==> config.mk <==
export PLATFORM = sky130hd
export DESIGN_NAME = uart_tx_serializer
export DESIGN_NICKNAME = d
export VERILOG_FILES = /design/src/rtl/uart_tx_serializer.sv
export SDC_FILE = /design/constraint.sdc
export NUM_CORES = 1
export LEC_CHECK = 0
export CAP_MARGIN = 10
export CORE_ASPECT_RATIO = 0.9
export CORE_MARGIN = 1.5
export CORE_UTILIZATION = 55
export CTS_CLUSTER_DIAMETER = 80
export DETAILED_ROUTE_END_ITERATION = 6
export PLACE_DENSITY = 0.81
export RECOVER_POWER = 100
export SYNTH_ARGS = -nofsm -noshare
export SYNTH_HDL_FRONTEND = slang
export SYNTH_SLANG_ARGS = --single-unit
==> constraint.sdc <==
create_clock -name clk -period 4.3 [get_ports clk]
set_clock_uncertainty 0.05 [all_clocks]
set_input_delay 1.075 -clock clk [delete_from_list [all_inputs] [get_ports clk]]
set_output_delay 1.075 -clock clk [all_outputs]
set_load 0.05 [all_outputs]
==> src/rtl/uart_tx_serializer.sv <==
// uart_tx_serializer: UART TX, 8N1 LSB first (even parity bit added when UART_TX_PARITY_EN is defined); in clk, reset, tx_data[7:0], tx_valid; out tx_busy (comb, includes strobe cycle), tx_done, tx_overrun (sticky), txd (registered, idle high)
module uart_tx_serializer #(
  parameter int CLKS_PER_BIT = 868
) (
  input  logic       clk,
  input  logic       reset,
  input  logic [7:0] tx_data,
  input  logic       tx_valid,
  output logic       tx_busy,
  output logic       tx_done,
  output logic       tx_overrun,
  output logic       txd
);
  localparam int CNT_W = $clog2(CLKS_PER_BIT);
`ifdef UART_TX_PARITY_EN
  typedef enum logic [2:0] {IDLE, START, DATA, PARITY, STOP} state_t;
  logic par, par_n;
`else
  typedef enum logic [1:0] {IDLE, START, DATA, STOP} state_t;
`endif
  state_t state, state_n;
  logic [CNT_W-1:0] cnt, cnt_n;
  logic [2:0] idx, idx_n;
  logic [7:0] shift, shift_n;
  logic txd_n, done_n, ovr_n, tc;
  assign tx_busy = (state != IDLE) | tx_valid;
  assign tc = cnt == CNT_W'(CLKS_PER_BIT - 1);
  always_ff @(posedge clk) begin
    if (reset) begin
      state <= IDLE;
      cnt <= '0;
      idx <= '0;
      shift <= '0;
      txd <= 1'b1;
      tx_done <= 1'b0;
      tx_overrun <= 1'b0;
    end else begin
      state <= state_n;
      cnt <= cnt_n;
      idx <= idx_n;
      shift <= shift_n;
      txd <= txd_n;
      tx_done <= done_n;
      tx_overrun <= ovr_n;
    end
  end
`ifdef UART_TX_PARITY_EN
  always_ff @(posedge clk) par <= reset ? 1'b0 : par_n;
`endif
  always_comb begin
    state_n = state;
    cnt_n = (state == IDLE || tc) ? '0 : cnt + 1'b1;
    idx_n = idx;
    shift_n = shift;
    txd_n = txd;
    done_n = 1'b0;
    ovr_n = tx_overrun | (tx_valid & (state != IDLE));
`ifdef UART_TX_PARITY_EN
    par_n = par;
`endif
    case (state)
      IDLE: if (tx_valid) begin
        state_n = START;
        shift_n = tx_data;
        idx_n = '0;
        txd_n = 1'b0;
`ifdef UART_TX_PARITY_EN
        par_n = ^tx_data;
`endif
      end
      START: if (tc) begin
        state_n = DATA;
        txd_n = shift[0];
      end
      DATA: if (tc) begin
        shift_n = shift >> 1;
        idx_n = idx + 3'd1;
        txd_n = shift[1];
        if (idx == 3'd7) begin
`ifdef UART_TX_PARITY_EN
          state_n = PARITY;
          txd_n = par;
`else
          state_n = STOP;
          txd_n = 1'b1;
`endif
        end
      end
`ifdef UART_TX_PARITY_EN
      PARITY: if (tc) begin
        state_n = STOP;
        txd_n = 1'b1;
      end
`endif
      STOP: if (tc) begin
        state_n = IDLE;
        txd_n = 1'b1;
        done_n = 1'b1;
      end
      default: state_n = IDLE;
    endcase
  end
endmodule
==> flow_metrics.env <==
export IMPL_status="completed"
export IMPL_overall_global_routing_resource_usage_pct=20.0
export IMPL_worstSkewPairLatency_ns=0.33
export IMPL_vias_in_the_first_global_route=897
export IMPL_worst_pin_slew_ns=0.784
export IMPL_dr_wl_met2_mm=1.07
export IMPL_global_route_overflow_total=0
export IMPL_dpl_worst_slack_ns=0.464
export IMPL_drc=0
export IMPL_final_period_utilization_pct=93.1
export IMPL_cts_setup_buffers=0
export IMPL_synth_seq_area_share_pct=41.3
export IMPL_fp_dieH_um=48.4
export IMPL_maximum_number_of_pins_on_one_net_before_global_route_repair=22
export IMPL_grt_setup_unrepaired="no"
export IMPL_finish_utilization_pct=67.5
export IMPL_crit_top_cell="sky130_fd_sc_hd__dlygate4sd3_1"
export IMPL_initial_utilization_pct=58.3
export IMPL_ys_seq_elements=26
export IMPL_grt_first_pass_wirelength_mm=3.86
export IMPL_holdCritPathClass="reg -> reg"
export IMPL_critPathCaptureType="output pin"
export IMPL_ys_warn_count=0
export IMPL_critical_path_class="in -> out"
export IMPL_startpoint_type="input pin"
export IMPL_post_synth_instance_area_um2=1260
export IMPL_drt_first_pass_iters=4
export IMPL_antenna_cells_inserted=0
export IMPL_fin_tns_setup_ns=0
export IMPL_die_area_um2=2590
export IMPL_cts_resized_gates=0
export IMPL_area_of_the_core_um2=2160
export IMPL_max_clock_freq_mhz=250
export IMPL_setup_viol=0
export IMPL_tritoncts_clock_tree="yes"
export IMPL_m1WireLength_mm=1.11
export IMPL_synth_area_leader_cell="sky130_fd_sc_hd__dfxtp_1"
export IMPL_synth_avg_cell_area_um2=9.20
export IMPL_clk_transition_reported_paths_ns=0.15
export IMPL_fp_row_count=16
export IMPL_vias=993
export IMPL_drv_cap=0
export IMPL_hpwlAfterDp_mm=1.61
export IMPL_flow_area_growth_from_synthesis_pct=15.8
export IMPL_cts_max_level=1
export IMPL_synth_top_cell_area_share_pct=41.3
export IMPL_place_gp_congestion=0.732
export IMPL_yosys_top_cells_area="sky130_fd_sc_hd__dfxtp_1 (41%), sky130_fd_sc_hd__ha_1 (7.9%), sky130_fd_sc_hd__mux2i_1 (7.9%)"
export IMPL_min_period_ns=4.00
export IMPL_cts_hold_buffers_added=0
export IMPL_routed_top_layer="met4"
export IMPL_syn_inst=137
export IMPL_yosys_top_cells_count="sky130_fd_sc_hd__dfxtp_1 (26), sky130_fd_sc_hd__nor2_1 (17), sky130_fd_sc_hd__a21oi_1 (11), sky130_fd_sc_hd__mux2i_1 (10), sky130_fd_sc_hd__ha_1 (8)"
export IMPL_detail_route_vias_per_cell=5.67
export IMPL_dominantRegCellSynth="sky130_fd_sc_hd__dfxtp_1"
export IMPL_asyncSetResetFlopFracSynth_pct=0
export IMPL_critical_path_top_delay_family="buffers and inverters"
export IMPL_met3_wirelength_um=98
export IMPL_synth_most_common_cell="sky130_fd_sc_hd__dfxtp_1"
export IMPL_multiInputGateArea_um2=693
export IMPL_worstPathRequired_ns=3.17
export IMPL_final_layout_fill_cell_count=172
export IMPL_stdcell_count=175
export IMPL_delay_of_the_slowest_cell_on_the_worst_path_ns=0.77
export IMPL_route_detailed_wl_per_inst_um=13.1
export IMPL_final_hold_worst_slack_ns=0.437
export IMPL_grt_antenna_before_repair=0
export IMPL_cts_max_path_buffers=2
export IMPL_power_ir_vdd_worst_uv=378
export IMPL_postLayoutSetupSlackWorst_ns=0.296
export IMPL_instance_area_after_placement_um2=1410
export IMPL_remaining_antenna_violation_count_after_routing=0
export IMPL_port_buffers=14
export IMPL_yosysUniqueCellTypes=32
export IMPL_synth_nets=156
export IMPL_crit_arrival_ns=2.88
export IMPL_critical_path_cell_chain="dlygate4sd3_1, nor2b_1, inv_1, dlygate4sd3_1"
export IMPL_totalPowerFinal_mw=0.840
export IMPL_crit_fanout=8
export IMPL_drive_gt1_share_pct=4.05
export IMPL_die_x_um=53.5
export IMPL_powerDensity_nw_per_um2=576
export IMPL_io_pins=15
export IMPL_post_placement_cell_count=171
export IMPL_drv_slew=0
export IMPL_numClockSinks=26
export IMPL_clock_tree_root_cell="sky130_fd_sc_hd__clkbuf_4"
export IMPL_synth_edff_count=0
export IMPL_overall_routed_net_length_mm=2.29
export IMPL_dr_first_iter_drc_count=13
export IMPL_final_nets=168
export IMPL_worstPathBufferInverterCount=3
export IMPL_maxSlewHeadroom_pct=47.2
export IMPL_design_area_um2=1460
export IMPL_hold_viol=0
export IMPL_critical_path_slowest_cell="sky130_fd_sc_hd__dlygate4sd3_1"
export IMPL_seqCellArea_um2=520
export IMPL_power_leakage_nw=0.520
export IMPL_cts_bufs_inserted=3
## metal layers
| metal | track usage [%] | vias to the layer above |
|---|---|---|
| li1 | - | 502 |
| met1 | 25.3 | 471 |
| met3 | 6.48 | 2 |
| met5 | 0 | - |
| met4 | 3.85 | 0 |
| met2 | 32.9 | 18 |
## final timing paths
path | from | to | depth (start not counted) | slack, ns
setup / recovery | tx_valid | tx_busy | 4 | 0.30
hold / removal | tx_overrun | tx_overrun | 2 | 0.44
setup reg to reg | state[0] | shift[5] | 6 | 1.80
hold reg to reg | tx_overrun | tx_overrun | 2 | 0.44
## worst register-to-register path: stages (launching register included)
cell and delay [ns]:
sky130_fd_sc_hd__dfxtp_1 0.37, sky130_fd_sc_hd__inv_1 0.11, sky130_fd_sc_hd__ha_1 0.63, sky130_fd_sc_hd__nor2_1 0.13, sky130_fd_sc_hd__nor2_1 0.46, sky130_fd_sc_hd__and2_0 0.46, sky130_fd_sc_hd__a211oi_1 0.16
## kinds of logic after synthesis
family	synth area share (%)
DFF	41.3
AOI/OAI and AO/OA	14.8
xor gates and xnor gates	5.56
muxes	7.94
adders and majority gates	7.94
and+or+nand+nor	18.8
buffers and inverters	3.67
## state kept, by name (all words and copies together) (netlist names)
| register | count |
|---|---|
| cnt | 10 |
| shift | 8 |
| idx | 3 |
| state | 2 |
| tx_done | 1 |
| tx_overrun | 1 |
| txd | 1 |
## layout by cell type (no fill, tap or decap), types with 4 or more instances in the layout
cell type and instances:
sky130_fd_sc_hd__mux2i_1 10, sky130_fd_sc_hd__nand2_1 5, sky130_fd_sc_hd__xnor2_1 6, sky130_fd_sc_hd__inv_1 5
sky130_fd_sc_hd__a21oi_1 11, sky130_fd_sc_hd__nand2b_1 4, sky130_fd_sc_hd__dlygate4sd3_1 6, sky130_fd_sc_hd__dfxtp_1 26
sky130_fd_sc_hd__ha_1 8, sky130_fd_sc_hd__clkdlybuf4s50_1 8, sky130_fd_sc_hd__nand3_1 5, sky130_fd_sc_hd__nor2_1 17
sky130_fd_sc_hd__a211oi_1 7
## area by class of cell
class                   instances  area share, %
clock inverters                 1           2.06
inverters                       5           1.29
clock buffers                   3           1.54
well taps                      27           2.32
multi-input cells              99           47.5
flip-flops and latches         26           35.7
repair buffers                 14           9.61
## report_power, final
| group | switching [mW] | internal [mW] | total (mW) |
|---|---|---|---|
| clock | 0.0778 | 0.0943 | 0.172 |
| combinational | 0.211 | 0.135 | 0.346 |
| sequential | 0.0330 | 0.289 | 0.322 |
| total | 0.322 | 0.518 | 0.840 |
(Power assumes the default switching activity.)
